==> src/rtl/ulpi_reg_access_ctrl.sv <==
// ULPI PHY register access sequencer: two requesters, round-robin, DIR abort/retry.
// Optional NXT/DIR wait timeout is built when ULPI_REG_TIMEOUT_EN is defined.
module ulpi_reg_access_ctrl #(
  parameter int unsigned MAX_RETRY   = 3,
  parameter int unsigned NXT_TIMEOUT = 15
) (
  input  logic       clk,
  input  logic       rst,
  input  logic       ulpi_dir,
  input  logic       ulpi_nxt,
  input  logic [7:0] ulpi_data_in,
  output logic [7:0] ulpi_data_out,
  output logic       ulpi_data_oe,
  output logic       ulpi_stp,
  input  logic       req0_valid,
  input  logic       req0_we,
  input  logic [5:0] req0_addr,
  input  logic [7:0] req0_wdata,
  output logic       req0_ready,
  input  logic       req1_valid,
  input  logic       req1_we,
  input  logic [5:0] req1_addr,
  input  logic [7:0] req1_wdata,
  output logic       req1_ready,
  output logic       rsp_valid,
  output logic       rsp_id,
  output logic [7:0] rsp_rdata,
  output logic       rsp_err
);

  typedef enum logic [2:0] {
    S_IDLE,
    S_TXCMD,
    S_WDATA,
    S_STP,
    S_RD_TURN,
    S_RD_DATA,
    S_RD_END,
    S_ABORT_WAIT
  } state_t;

  localparam logic [3:0] RETRY_MAX = 4'(MAX_RETRY);

  state_t      state_q, state_d;
  logic        id_q, id_d;
  logic        we_q, we_d;
  logic [5:0]  addr_q, addr_d;
  logic [7:0]  wdata_q, wdata_d;
  logic [3:0]  retry_q, retry_d;
  logic        rr_q, rr_d;
  logic        gnt;
  logic        drive;
  logic        abort;
  logic        tmo_hit;
  logic        tmo_fire;

`ifdef ULPI_REG_TIMEOUT_EN
  localparam logic [15:0] TMO_LAST = 16'(NXT_TIMEOUT - 1);
  logic [15:0] tmo_q;
  logic        tmo_run;

  assign tmo_run = (state_q == S_TXCMD) ||
                   (state_q == S_WDATA) ||
                   (state_q == S_RD_TURN);
  assign tmo_hit = tmo_run && (tmo_q == TMO_LAST);

  // Length of the current wait; restarts whenever the state moves
  always_ff @(posedge clk) begin
    if (rst || !tmo_run || (state_d != state_q))
      tmo_q <= '0;
    else
      tmo_q <= tmo_q + 16'd1;
  end
`else
  logic unused_tmo;
  assign unused_tmo = (NXT_TIMEOUT == 0);
  assign tmo_hit    = 1'b0;
`endif

  // State register, latched request, retry count and arbiter pointer
  always_ff @(posedge clk) begin
    if (rst) begin
      state_q <= S_IDLE;
      id_q    <= 1'b0;
      we_q    <= 1'b0;
      addr_q  <= '0;
      wdata_q <= '0;
      retry_q <= '0;
      rr_q    <= 1'b0;
    end else begin
      state_q <= state_d;
      id_q    <= id_d;
      we_q    <= we_d;
      addr_q  <= addr_d;
      wdata_q <= wdata_d;
      retry_q <= retry_d;
      rr_q    <= rr_d;
    end
  end

  // Next state, grant/latching, bus drive and response outputs
  always_comb begin
    state_d       = state_q;
    id_d          = id_q;
    we_d          = we_q;
    addr_d        = addr_q;
    wdata_d       = wdata_q;
    retry_d       = retry_q;
    rr_d          = rr_q;
    drive         = 1'b0;
    abort         = 1'b0;
    tmo_fire      = 1'b0;
    ulpi_data_out = 8'h00;
    ulpi_stp      = 1'b0;
    req0_ready    = 1'b0;
    req1_ready    = 1'b0;
    rsp_valid     = 1'b0;
    rsp_err       = 1'b0;
    rsp_rdata     = 8'h00;
    gnt = (req0_valid && req1_valid) ? rr_q : req1_valid;

    unique case (state_q)
      S_IDLE: begin
        if (!rst && !ulpi_dir && (req0_valid || req1_valid)) begin
          req0_ready = ~gnt;
          req1_ready = gnt;
          id_d       = gnt;
          we_d       = gnt ? req1_we    : req0_we;
          addr_d     = gnt ? req1_addr  : req0_addr;
          wdata_d    = gnt ? req1_wdata : req0_wdata;
          retry_d    = '0;
          rr_d       = ~gnt;
          state_d    = S_TXCMD;
        end
      end
      S_TXCMD: begin
        drive         = 1'b1;
        ulpi_data_out = {1'b1, ~we_q, addr_q};
        if (ulpi_dir)
          abort = 1'b1;
        else if (ulpi_nxt)
          state_d = we_q ? S_WDATA : S_RD_TURN;
        else if (tmo_hit)
          tmo_fire = 1'b1;
      end
      S_WDATA: begin
        drive         = 1'b1;
        ulpi_data_out = wdata_q;
        if (ulpi_dir)
          abort = 1'b1;
        else if (ulpi_nxt)
          state_d = S_STP;
        else if (tmo_hit)
          tmo_fire = 1'b1;
      end
      S_STP: begin
        drive     = 1'b1;
        ulpi_stp  = 1'b1;
        rsp_valid = 1'b1;
        state_d   = S_IDLE;
      end
      S_RD_TURN: begin
        if (ulpi_dir)
          state_d = S_RD_DATA;
        else if (tmo_hit)
          tmo_fire = 1'b1;
      end
      S_RD_DATA: begin
        rsp_valid = 1'b1;
        rsp_rdata = ulpi_data_in;
        state_d   = S_RD_END;
      end
      S_RD_END: begin
        if (!ulpi_dir)
          state_d = S_IDLE;
      end
      S_ABORT_WAIT: begin
        if (!ulpi_dir)
          state_d = S_TXCMD;
      end
      default: state_d = S_IDLE;
    endcase

    if (abort) begin
      if (retry_q == RETRY_MAX) begin
        rsp_valid = 1'b1;
        rsp_err   = 1'b1;
        state_d   = S_IDLE;
      end else begin
        retry_d = retry_q + 4'd1;
        state_d = S_ABORT_WAIT;
      end
    end

    if (tmo_fire) begin
      rsp_valid = 1'b1;
      rsp_err   = 1'b1;
      state_d   = S_IDLE;
    end
  end

  assign rsp_id       = rsp_valid & id_q;
  assign ulpi_data_oe = drive & ~ulpi_dir & ~tmo_fire;

endmodule

==> config.mk <==
export PLATFORM = sky130hd
export DESIGN_NAME = ulpi_reg_access_ctrl
export DESIGN_NICKNAME = d
export VERILOG_FILES = /design/src/rtl/ulpi_reg_access_ctrl.sv
export SDC_FILE = /design/constraint.sdc
export NUM_CORES = 1
export LEC_CHECK = 0
export BUFFER_PORTS_ARGS = -buffer_cell sky130_fd_sc_hd__buf_2
export CAP_MARGIN = 40
export CORE_MARGIN = 2
export CORE_UTILIZATION = 42
export DETAILED_ROUTE_END_ITERATION = 16
export HOLD_SLACK_MARGIN = 0.02
export PLACE_DENSITY = 0.75
export SETUP_SLACK_MARGIN = 0.5
export SLEW_MARGIN = 20
export SYNTH_ARGS = -nofsm -noshare
export SYNTH_HDL_FRONTEND = slang
export SYNTH_SLANG_ARGS = --single-unit
==> constraint.sdc <==
create_clock -name clk -period 1.9 [get_ports clk]
set_input_delay 0.095 -clock clk [delete_from_list [all_inputs] [get_ports clk]]
set_output_delay 0.095 -clock clk [all_outputs]
set_load 0.02 [all_outputs]
* Word-level counts from Yosys, hierarchy flattened
Cells that the tools add are included.
Word-level totals: input bits 44, output and inout bits 23, logic and storage cells 76, register bits after elaboration 24
Cells by class: add/sub/neg operators 1, bitwise logic cells 5, muxes and demuxes 35, reductions and logical operators 12, eq/ne operators 16
Operators with widths (number):
- $mux 3 | 11
- $ne 3x3->1 const B | 8
- $pmux 3 s8 | 1
- $mux 4 | 4
- $mux 8 | 2
- $pmux 8 s2 | 1
- $mux 1 | 15
- $eq 3x3->1 const B | 4
- $reduce_and 8->1 | 1
- $eq 3x2->1 const B | 2
- $mux 6 | 1
- $add 4x1->4 const B | 1
- $eq 4x2->1 const B | 1
- $reduce_or 2->1 | 2
- $eq 3x1->1 const B | 1
- $logic_and 1x1->1 | 3
- $logic_not 3->1 | 1
- $not 1->1 | 3
- $reduce_or 3->1 | 1
- $and 1x1->1 | 2
- $logic_not 1->1 | 2
- $reduce_and 2->1 | 1
- $logic_or 1x1->1 | 1

* Logic depth before layout (Yosys ltp)
Gate-level depths: netlist of the first run.
word-level depth 7, gate-level depth with buffers 7, gate-level depth less buffers 6

* Least setup slack after synthesis of the first run
No wires, ideal clock.
kind flip-flop to output port, from register retry_q[0], to output port rsp_id, cell stages (with the launch flop) 6, path slack -0.066 ns, data required time 1.805 ns, arrival 1.871 ns, path buffers 0, cells stage by stage dfxtp_1 ha_1 or3b_2 nor2_1 a211o_1 and2_1
Between the ends: cells in the longest elaborated chain, start to end 4
RTL lines:
- from (decl) | line 49 | logic [3:0] retry_q, retry_d;
- from (signal assigned) | line 96 | retry_q <= retry_d;
- $eq 4x2->1 | line 185 | if (retry_q == RETRY_MAX) begin
- $mux 1 | line 185
- $mux 1 | line 184 | if (abort) begin
- net rsp_valid | line 25 | output logic rsp_valid,
- $and 1x1->1 | line 202 | assign rsp_id = rsp_valid & id_q;
- to (decl) | line 26 | output logic rsp_id,
The timed path passes the listed nets, and every way through them passes these cells.

* Worst setup path in the final report of the first run
from register state_q[2], to output port req1_ready
Between the ends: cells in the longest elaborated chain, start to end 2
RTL lines:
- from (decl) | line 44 | state_t state_q, state_d;
- from (signal assigned) | line 91 | state_q <= state_d;
- $logic_not 3->1 | line 122 | unique case (state_q)
- $mux 1 | line 122
- to (decl) | line 24 | output logic req1_ready,
Every way passes these cells.

==> impl_results.md, run 1 <==
- Sequential area share after synthesis: a little under a third
- Worst Reg2Reg Path Length in Cells: 6
- Clock network power share: between 10% and 20%
- Status: finished, violations left
- Setup tns final: -0.188 ns
- Number of enable-type register cells in the synthesized netlist: 0
- Maximum root-to-sink buffer count: 2
- Die Height: 64.0 um
- Number of antenna violations at the first check in global routing: 0
- Headroom to the max-slew limit: between 70% and 80%
- FFs w/ async S/R, synth: 0%
- Number of clock buffers inserted by TritonCTS: 3
- Setup repair after global routing missed its margin: yes
- Primary flip-flop cell chosen by synthesis mapping: sky130_fd_sc_hd__dfxtp_1
- Fraction of power consumed by combinational cells: between 60% and 70%
- Worst Setup End Kind: primary output
- Number of global-route vias before repair: about 1800
- Fraction of synthesized cell area taken by the top area cell type: 31.8%
- Synth unique cells: 41
- Area growth from synthesis to final layout: 74.3%
- GR Util All Layers: around 24%
- Post-layout min period: 1.97 ns
- Netlist area before placement: 1510 sq um
- Die ar.: between 4000 and 5000 sq um
- Most common cell after layout, fill and taps aside: sky130_fd_sc_hd__buf_2
- CTS tree: done
- Data arrival, critical path: approximately 1.9 ns
- Number of I/O pins: 67
- Via Count: about 1700
- Final period utilization: 104%
- Die X-Extent: ~64 um
- Largest driver fanout on the critical path: 3
- Clock transition time at the flip-flop clock pins of the worst setup and hold paths: ~0.14 ns
- Syn Nets: 226
- Share of post-route cells with drive strength above 1: 60.7%
- Largest net degree at the start of global routing: 24
- Post-synthesis instance total: 181
- Endpoints failing setup: 4
- Maximum Capacitance Violations: 0
- Clock insertion delay at the later pin of the skew report: 0.33 ns
- Cell chosen for the clock root: sky130_fd_sc_hd__clkbuf_4
- Worst-margin pin slew: around 0.36 ns
- Global routing usage on met1: a little over a quarter
- First-pass GRT wire length: a little under 8000 um
- GR Overflow Total: 0
- Register bit count reported by yosys: 24
- DRC violation count after routing: 0
- Required time reported for the critical path endpoint: approximately 1.8 ns
- VDD IR-drop max: around 0.00047 V
- Hold EP: wdata_q[0]$_SDFFE_PP0P_
- Final routed wire length divided by cell count: about 17 um
- Number of buffer cells added on primary ports: 66
- Commonest non-fill, non-tap cells in the layout: sky130_fd_sc_hd__buf_2, sky130_fd_sc_hd__nor2_1, sky130_fd_sc_hd__buf_6
- Post-route worst setup slack: -0.0695 ns
- Library cell occupying the most area in the post-synthesis netlist: sky130_fd_sc_hd__dfxtp_1
- Maximum operating frequency: 0.508 GHz
- Area of the core: 3390 sq um
- Max-slew violations: 0
- FF-to-FF setup slack: -0.04 ns
- Number of hold violations in the final report: 0
- Setup skew after layout: ~0.015 ns
- Count of routing violations after the opening detailed-route iteration: 111
- Leakage component of the power: 1.17 nW
- Total number of yosys warnings: 0
- Vias per std cell: 5.57
- Sw Pwr: 0.000990 W
- Count of inserted antenna diode cells: 0
- Mean instance size in the synthesized netlist: about 8.4 sq um
- Flop pwr share: between 20% and 30%
- Pre-Repair DR Iteration Count: 4
- Busiest metal layer after global routing: met2
- Std cell rows: 21
- FF-to-FF End: retry_q[3]$_SDFF_PP0_
- Final Util: roughly 78%
- Internal power of the cells: 0.00153 W
- Met2 Use GR: 42.3%
- Instance count along the most critical hold path: 3
- Number of nets in the final layout: 313
- Total power density per cell area: 956 nW/um^2
- CP startpoint kind: flop
- Global routing usage on met3: between 5 and 6%
- Clock Sink Count: 24
- Leading post-synthesis cells by cell area: sky130_fd_sc_hd__dfxtp_1, sky130_fd_sc_hd__mux2i_1, sky130_fd_sc_hd__nor2_1
- CTS H-tree lvls: 1
- Startpoint of the worst register-to-register path: state_q[2]$_SDFFE_PP0P_
- Critical Setup Path Class: reg2out
- Detailed Route WL: around 5300 um
- Initial standard-cell utilization of the core: between 40% and 50%
- Startpoint of the tightest hold check path: req1_wdata[0]
- Violated checks: negative setup slack
- Final weighted congestion in routability-driven placement: just over 0.8
- Antenna viol nets, final: 0
- Min-delay worst type: in2reg
- Sw Ratio: between 30% and 40%
- Detailed-placement wirelength estimate: 2780 um
## cell type report
| cell class | instances | area [sq um] |
|---|---|---|
| tap | 46 | 57.6 |
| clock buffer | 4 | 36.3 |
| inverter | 3 | 11.3 |
| multi-input combinational | 137 | 1150 |
| sequential | 24 | 492 |
| timing repair buffer | 99 | 885 |
| fill | 220 | 753 |
## metrics by stage
stage	setup slack (ns)	area [sq um]	cells	total power [W]	hold slack (ns)
after floorplan	0.121	1590	181	0.00138	0.302
after global placement	0.189	1910	283	0.00153	0.359
after detailed placement	0.151	1910	283	0.00155	0.381
after CTS	-0.0392	2420	305	0.00230	0.0849
after global routing	-0.104	2640	313	0.00264	0.0966
final	-0.0695	2640	313	0.00252	0.0776
## power by group through the flow
stage | Combinational, W | Clock (W) | Sequential [W]
floorplan | 0.000730 | 0 | 0.000650
CTS | 0.00134 | 0.000279 | 0.000679
detailed placement | 0.000880 | 0 | 0.000672
global placement | 0.000864 | 0 | 0.000668
finish | 0.00155 | 0.000281 | 0.000689
global route | 0.00165 | 0.000300 | 0.000697
## timing repair
action,4_1_cts,5_1_grt
endpoints found under the hold margin,1,0
gates cloned,4,1
buffers inserted,13,7
setup endpoints to repair,46,47
gates resized for setup,71,32
pin swaps,26,19
hold buffers,1,0
## critical path: stages (launching register included)
cell and delay (ns):
sky130_fd_sc_hd__dfxtp_4 0.39, sky130_fd_sc_hd__or3_4 0.41, sky130_fd_sc_hd__or4_4 0.46, sky130_fd_sc_hd__nor2_4 0.15, sky130_fd_sc_hd__buf_6 0.13
## layer usage
layer,wire length [um],vias up
met5,0,-
met4,170,0
met3,274,18
met2,2790,70
met1,2050,830
li1,-,825
## how the worst max path moves through the flow
stage / start / to / slack, ns
3_3_place_gp: state_q[0]$_SDFFE_PP0P_ / retry_q[3]$_SDFF_PP0_ / 0.19
6_report: state_q[2]$_SDFFE_PP0P_ / req1_ready / -0.07
2_1_floorplan: state_q[0]$_SDFFE_PP0P_ / retry_q[3]$_SDFF_PP0_ / 0.12
5_1_grt: state_q[2]$_SDFFE_PP0P_ / req1_ready / -0.10
3_5_place_dp: state_q[2]$_SDFFE_PP0P_ / rsp_id / 0.15
4_1_cts: state_q[2]$_SDFFE_PP0P_ / req0_ready / -0.04
## kinds of logic (layout without fill, tap and decap cells)
kind of cell | count (synthesis) | in the layout | synth area share [%]
AND/OR/NAND/NOR | 73 | 73 | 25.6
AO/OA/AOI/OAI | 43 | 43 | 20.0
flip-flops | 24 | 24 | 31.8
multiplexers | 20 | 20 | 13.7
buffers and inverters | 20 | 106 | 8.02
adder cells (fa/ha/maj) | 1 | 1 | 0.827
## flip-flops by register name, summed over array words and instances (netlist names)
signal   cells
we_q         1
wdata_q      8
state_q      3
retry_q      4
addr_q       6
id_q         1
rr_q         1
## cell usage after synthesis, types with 2 or more instances
cell type and count:
sky130_fd_sc_hd__a211oi_1 16, sky130_fd_sc_hd__a21oi_1 5, sky130_fd_sc_hd__a22oi_1 9, sky130_fd_sc_hd__and2_1 4, sky130_fd_sc_hd__and2b_2 3, sky130_fd_sc_hd__and3_1 8
sky130_fd_sc_hd__buf_2 4, sky130_fd_sc_hd__clkbuf_1 8, sky130_fd_sc_hd__clkbuf_8 3, sky130_fd_sc_hd__dfxtp_1 24, sky130_fd_sc_hd__inv_1 3, sky130_fd_sc_hd__mux2_2 2
sky130_fd_sc_hd__mux2i_1 17, sky130_fd_sc_hd__nand2_1 3, sky130_fd_sc_hd__nand3_1 2, sky130_fd_sc_hd__nor2_1 38, sky130_fd_sc_hd__nor3_1 4, sky130_fd_sc_hd__nor3b_1 2
sky130_fd_sc_hd__o21ai_0 4
(Power assumes the default switching activity.)
==> run 2, diff against run 1 <==
==> constraint.sdc (replaced) <==
create_clock -name clk -period 1.9 [get_ports clk]
set_input_delay 0.38 -clock clk [delete_from_list [all_inputs] [get_ports clk]]
set_output_delay 0.38 -clock clk [all_outputs]
set_load 0.02 [all_outputs]
==> run 2 against run 1 <==
Net effect: the flow still finishes with violations (negative setup slack); sequential share of layout area is 1.6 points lower; wire length is 22% higher; worst hold slack better by 0.26 ns; die area stayed put; utilization is 7.5 points higher; count of clock-buffer cells in the layout is 1 lower; critical endpoint unchanged.
==> impl_results.md, run 2 (synthesis gave the netlist of run 1 again) <==
- CTS H-tree lvls: 1
- Critical Setup Path Class: reg2out
- Number of hold violations in the final report: 0
- Clock transition time at the flip-flop clock pins of the worst setup and hold paths: around 0.12 ns
- Pre-Repair DR Iteration Count: 4
- Hold_ws: approximately 0.34 ns
- Setup repair after global routing missed its margin: yes
- Top Registers: wdata_q (8), addr_q (6), retry_q (4)
- Die X-Extent: around 64 um
- Share of post-route cells with drive strength above 1: just over 70%
- Largest driver fanout on the critical path: 6
- Fraction of power consumed by combinational cells: between 60% and 70%
- GR Overflow Total: 0
- Placed instance area: 2060 sq um
- Largest reg by FF count: wdata_q
- Clock insertion delay at the later pin of the skew report: 0.34 ns
- Post-layout min period: approximately 2.2 ns
- Maximum operating frequency: ~0.45 GHz
- Die Height: around 64 um
- Maximum Capacitance Violations: 0
- Headroom to the max-slew limit: roughly two thirds
- Leakage component of the power: roughly 1.2 nW
- Sw Ratio: about 41%
- First-pass GRT wire length: between 8000 and 9000 um
- Std cell rows: 21
- Via Count: ~1900
- Most common cell after layout, fill and taps aside: sky130_fd_sc_hd__buf_2
- Worst Setup End Kind: primary output
- Die ar.: ~4000 sq um
- Final period utilization: 117%
- Largest stage delay on the critical path: between 0.4 and 0.5 ns
- DRC violation count after routing: 0
- Violated checks: negative setup slack
- Number of clock buffers inserted by TritonCTS: 3
- Data arrival, critical path: between 1.5 and 2 ns
- Number of global-route vias before repair: 1756
- Final weighted congestion in routability-driven placement: approximately 0.84
- Number of I/O pins: 67
- Vias per std cell: between 5 and 6
- Number of buffer cells added on primary ports: 66
- VDD IR-drop max: ~0.00058 V
- Internal power of the cells: 0.00163 W
- Total power density per cell area: approximately 960 nW/um^2
- Count of routing violations after the opening detailed-route iteration: 165
- Status: finished, violations left
- Final routed wire length divided by cell count: about 20 um
- Cell chosen for the clock root: sky130_fd_sc_hd__clkbuf_4
- Number of nets in the final layout: 323
- Sw Pwr: 0.00113 W
- Cells traversed along the worst timing path: or3_4, or4_4, nor2_4, buf_6
- Largest net degree at the start of global routing: 23
- CP Buf/Inv Count: 1
- Number of antenna violations at the first check in global routing: 1
- FF-to-FF setup slack: -0.13 ns
- Clock Sink Count: 24
- Post-route standard cell area excluding fillers: 2890 sq um
- Hold buffers post-CTS: 0
- Max-slew violations: 0
- Post-route worst setup slack: -0.314 ns
- Setup skew after layout: 0.00150 ns
- CP startpoint kind: flop
- Area of the core: 3390 sq um
- Maximum root-to-sink buffer count: 2
- Initial standard-cell utilization of the core: 44.6%
- Antenna viol nets, final: 0
- Min-delay worst type: in2reg
- Critical Path Slowest Stage Cell: sky130_fd_sc_hd__or4_4
- Required time reported for the critical path endpoint: 1.52 ns
- CTS tree: done
- GR Util All Layers: between 20% and 30%
- Area growth from synthesis to final layout: 91.1%
- Commonest non-fill, non-tap cells in the layout: sky130_fd_sc_hd__buf_2, sky130_fd_sc_hd__buf_6, sky130_fd_sc_hd__nor2_1
- Post-Place Cells: roughly 290
- Final Non-Filler Cells: 323
- Category of cells accounting for the largest share of critical-path delay: simple AND/OR/NAND/NOR gates
- Worst-margin pin slew: ~0.50 ns
- Detailed Route WL: roughly 6500 um
- Flop pwr share: around 26%
- Endpoints failing setup: 18
- Detailed-placement wirelength estimate: ~2800 um
- Post-placement worst setup slack: ~0.043 ns
- Max reg flops: 8
- Clock network power share: around 8.5%
## run 2: final timing paths
check	startpoint	end	cells after the start
setup reg to reg	state_q[0]$_SDFFE_PP0P_	retry_q[3]$_SDFF_PP0_	7
setup / recovery	state_q[0]$_SDFFE_PP0P_	req1_ready	4
hold / removal	rst	state_q[0]$_SDFFE_PP0P_	2
hold reg to reg	wdata_q[1]$_SDFFE_PP0P_	wdata_q[1]$_SDFFE_PP0P_	2
## run 2: power by group through the flow
| stage | combinational (W) | clock (W) | sequential (W) |
|---|---|---|---|
| floorplan | 0.000807 | 0 | 0.000650 |
| global placement | 0.00100 | 0 | 0.000669 |
| detailed placement | 0.00102 | 0 | 0.000673 |
| CTS | 0.00145 | 0.000221 | 0.000679 |
| global route | 0.00190 | 0.000257 | 0.000713 |
| finish | 0.00182 | 0.000235 | 0.000705 |
## run 2: timing repair
| item | 4_1_cts | 5_1_grt |
|---|---|---|
| gates resized for setup | 69 | 58 |
| cloned | 4 | 0 |
| setup endpoints to repair | 47 | 47 |
| buffers inserted | 14 | 10 |
| pin swaps | 14 | 17 |
| endpoints found under the hold margin | 0 | 0 |
## run 2: layer usage
metal / vias up / wire length [um] / track usage (%)
met2: 127 / 3160 / 45.6
met5: - / 0 / 0
met4: 0 / 269 / 16.3
li1: 846 / - / -
met1: 900 / 2460 / 33.5
met3: 24 / 580 / 4.75
## run 2: per-stage QoR
step | total power (W) | utilization, % | setup TNS, ns
final | 0.00276 | 85.3 | -1.93
after global routing | 0.00287 | 85.3 | -2.81
after CTS | 0.00235 | 75.8 | -1.12
after detailed placement | 0.00169 | 60.8 | 0
after global placement | 0.00167 | 60.8 | 0
after floorplan | 0.00146 | - | -0.0969
## run 2: final cells by class
| type | instances | area [sq um] |
|---|---|---|
| Timing Repair Buffer | 109 | 1020 |
| Clock buffer | 3 | 22.5 |
| Sequential cell | 24 | 492 |
| Inverter | 3 | 11.3 |
| Tap cell | 46 | 57.6 |
| Fill cell | 177 | 499 |
| Antenna cell | 1 | 2.50 |
| Multi-Input combinational cell | 137 | 1280 |
==> run 3, diff against run 2 <==
- CELL_PAD_IN_SITES_DETAIL_PLACEMENT: unset -> 0
- CELL_PAD_IN_SITES_GLOBAL_PLACEMENT: unset -> 1
- CORE_UTILIZATION: 42 -> 30
- PLACE_DENSITY: 0.75 -> 0.76
- clock period: 1.9 -> 1.8 ns (I/O delays scaled with it)
==> run 3 against run 2 <==
Net effect: global-route usage down 11 points; the flow still finishes with violations (negative setup slack); sequential cell count did not move; die area is 37% higher; cell area fell by 6.4%; register-to-register slack got worse by 0.04 ns; first-iteration DRC count down 61%; non-clock buffer count down 9; wire length decreased by 28%; critical endpoint unchanged; setup slack gained 0.052 ns; critical path depth unchanged; count of clock-buffer cells in the layout up 1.
==> impl_results.md, run 3 (synthesis gave the netlist of run 1 again) <==
- Final routed wire length divided by cell count: roughly 14 um
- CTS tree: done
- Cells traversed along the worst timing path: or3_4, or4_4, nor2_4, buf_6
- Critical Setup Path Class: reg2out
- Number of I/O pins: 67
- Pre-Repair DR Iteration Count: 4
- Min-delay worst type: in2reg
- GR Util All Layers: between 15 and 20%
- Startpoint of the tightest hold check path: rst
- Die ar.: ~5600 sq um
- Via Count: between 1500 and 2000
- CP Buf/Inv Count: 1
- Worst Reg2Reg Path Length in Cells: 7
- Clock transition time at the flip-flop clock pins of the worst setup and hold paths: 0.08 ns
- Max reg flops: 8
- Top Registers: wdata_q (8), addr_q (6), retry_q (4)
- Area used by multi-input combinational logic: 1150 sq um
- Detailed Route WL: approximately 4700 um
- CP startpoint kind: flop
- First-pass GRT wire length: approximately 7300 um
- VDD IR-drop max: approximately 0.00058 V
- Endpoints failing setup: 27
- Setup tns final: -2.86 ns
- Area of the core: around 4800 sq um
- Hold EP: state_q[0]$_SDFFE_PP0P_
- Commonest non-fill, non-tap cells in the layout: sky130_fd_sc_hd__buf_2, sky130_fd_sc_hd__buf_6, sky130_fd_sc_hd__nor2_1
- Most common cell after layout, fill and taps aside: sky130_fd_sc_hd__buf_2
- Antenna viol nets, final: 0
- Vias per std cell: roughly 4.9
- Largest net degree at the start of global routing: 23
- Share of post-route cells with drive strength above 1: about three fifths
- Post-route worst setup slack: -0.262 ns
- Startpoint of the worst register-to-register path: state_q[2]$_SDFFE_PP0P_
- Clock Sink Count: 24
- Largest driver fanout on the critical path: 3
- FF-to-FF End: retry_q[3]$_SDFF_PP0_
- Area growth from synthesis to final layout: 78.8%
- Worst Setup End Kind: primary output
- Die X-Extent: 75.0 um
- Number of nets in the final layout: 314
- Maximum operating frequency: roughly 0.48 GHz
- GR Overflow Total: 0
- Headroom to the max-slew limit: 72.9%
- Final weighted congestion in routability-driven placement: about 0.75
- Largest stage delay on the critical path: 0.47 ns
- Die Height: about 75 um
- Largest reg by FF count: wdata_q
- Clock insertion delay at the later pin of the skew report: between 0.2 and 0.3 ns
- Data arrival, critical path: around 1.7 ns
- Post-route standard cell area excluding fillers: between 2000 and 3000 sq um
- Hold buffers post-CTS: 0
- Critical Path Slowest Stage Cell: sky130_fd_sc_hd__or4_4
- Count of routing violations after the opening detailed-route iteration: 65
- Number of global-route vias before repair: roughly 1600
- Number of clock buffers inserted by TritonCTS: 3
- Setup skew after layout: 0.00200 ns
- Std cell rows: 25
- Number of buffer cells added on primary ports: between 60 and 70
- Placed instance area: around 2100 sq um
- Filler Cell Count: 416
- Status: finished, violations left
- FF-to-FF setup slack: -0.17 ns
- Total power density per cell area: around 1000 nW/um^2
- Detailed-placement wirelength estimate: around 3000 um
- Setup repair after global routing missed its margin: yes
- Violated checks: negative setup slack
- Required time reported for the critical path endpoint: around 1.4 ns
- Count of inserted antenna diode cells: 0
- Worst-margin pin slew: slightly above 0.4 ns
- Register area: just under 500 sq um
- Number of antenna violations at the first check in global routing: 0
- Initial standard-cell utilization of the core: between 30% and 40%
- CTS H-tree lvls: 1
- Max-slew violations: 0
- Maximum Capacitance Violations: 0
- Cell chosen for the clock root: sky130_fd_sc_hd__clkbuf_8
- Maximum root-to-sink buffer count: 2
- Post-layout min period: 2.06 ns
- Leakage component of the power: roughly 1.2 nW
- DRC violation count after routing: 0
- Final period utilization: 115%
- Category of cells accounting for the largest share of critical-path delay: simple AND/OR/NAND/NOR gates
- Number of hold violations in the final report: 0
- Instance count along the most critical hold path: 2
run 3: cell count changes in the layout (fill, tap and decap cells not counted), moves of 2 or more:
cell	change
sky130_fd_sc_hd__buf_6	-3
sky130_fd_sc_hd__nor2_1	+5
sky130_fd_sc_hd__buf_12	-4
sky130_fd_sc_hd__a211oi_1	+14
sky130_fd_sc_hd__clkbuf_8	+4
sky130_fd_sc_hd__nor2_4	-6
sky130_fd_sc_hd__mux2i_1	+2
sky130_fd_sc_hd__clkbuf_4	-3
sky130_fd_sc_hd__a211oi_2	-14
sky130_fd_sc_hd__buf_4	-3
run 3: worst reg2reg max path, cell delays in order (launching register included):
cell and delay (ns):
sky130_fd_sc_hd__dfxtp_2 0.33, sky130_fd_sc_hd__or3_4 0.39, sky130_fd_sc_hd__or4_4 0.47, sky130_fd_sc_hd__buf_4 0.16, sky130_fd_sc_hd__buf_6 0.11, sky130_fd_sc_hd__mux2_4 0.25
sky130_fd_sc_hd__a21oi_2 0.11, sky130_fd_sc_hd__nor2_1 0.04
run 3: worst max path at each step:
stage	startpoint	to	slack (ns)	cells after the start
CTS	state_q[2]$_SDFFE_PP0P_	rsp_id	-0.26	7
global placement	state_q[2]$_SDFFE_PP0P_	req1_ready	0.03	4
global route	state_q[2]$_SDFFE_PP0P_	req1_ready	-0.32	4
finish	state_q[2]$_SDFFE_PP0P_	req1_ready	-0.26	4
floorplan	state_q[1]$_SDFFE_PP0P_	rsp_id	-0.18	7
detailed placement	retry_q[1]$_SDFF_PP0_	rsp_id	0.02	6
run 3: cell type report:
type                    count  share of cell area [%]
flip-flops and latches     24                    18.2
repair buffers            100                    33.7
inverters                   3                   0.509
well taps                  67                    3.10
multi-input cells         137                    42.5
clock buffers               4                    2.04
run 3: report_power, final:
part	internal [W]	switching, W
Clock	0.000196	0.000173
Sequential	0.000636	0.0000788
Combinational	0.000924	0.000790
Total	0.00176	0.00104
run 3: stage by stage:
step | hold WS, ns | power [W] | cells | utilization (%) | setup slack [ns]
floorplan | 0.459 | 0.00157 | 181 | - | -0.177
finish | 0.385 | 0.00280 | 335 | 56.5 | -0.262
detailed placement | 0.484 | 0.00181 | 315 | 44.1 | 0.0197
global route | 0.389 | 0.00297 | 335 | 56.5 | -0.317
global placement | 0.480 | 0.00180 | 315 | 44.1 | 0.0344
CTS | 0.388 | 0.00253 | 330 | 51.9 | -0.258
run 3: timing repair:
item / 4_1_cts / 5_1_grt
setup buffers: 7 / 4
gates resized for setup: 43 / 48
cloned: 4 / 1
endpoints found under the setup margin: 47 / 47
pin swaps: 5 / 11
run 3: per-layer routing:
metal / global-route usage, % / vias up / wire length, um
met2: 30.0 / 51 / 2340
met1: 20.5 / 742 / 1970
li1: - / 827 / -
met5: 0 / - / 0
met4: 7.54 / 0 / 112
met3: 2.54 / 9 / 231
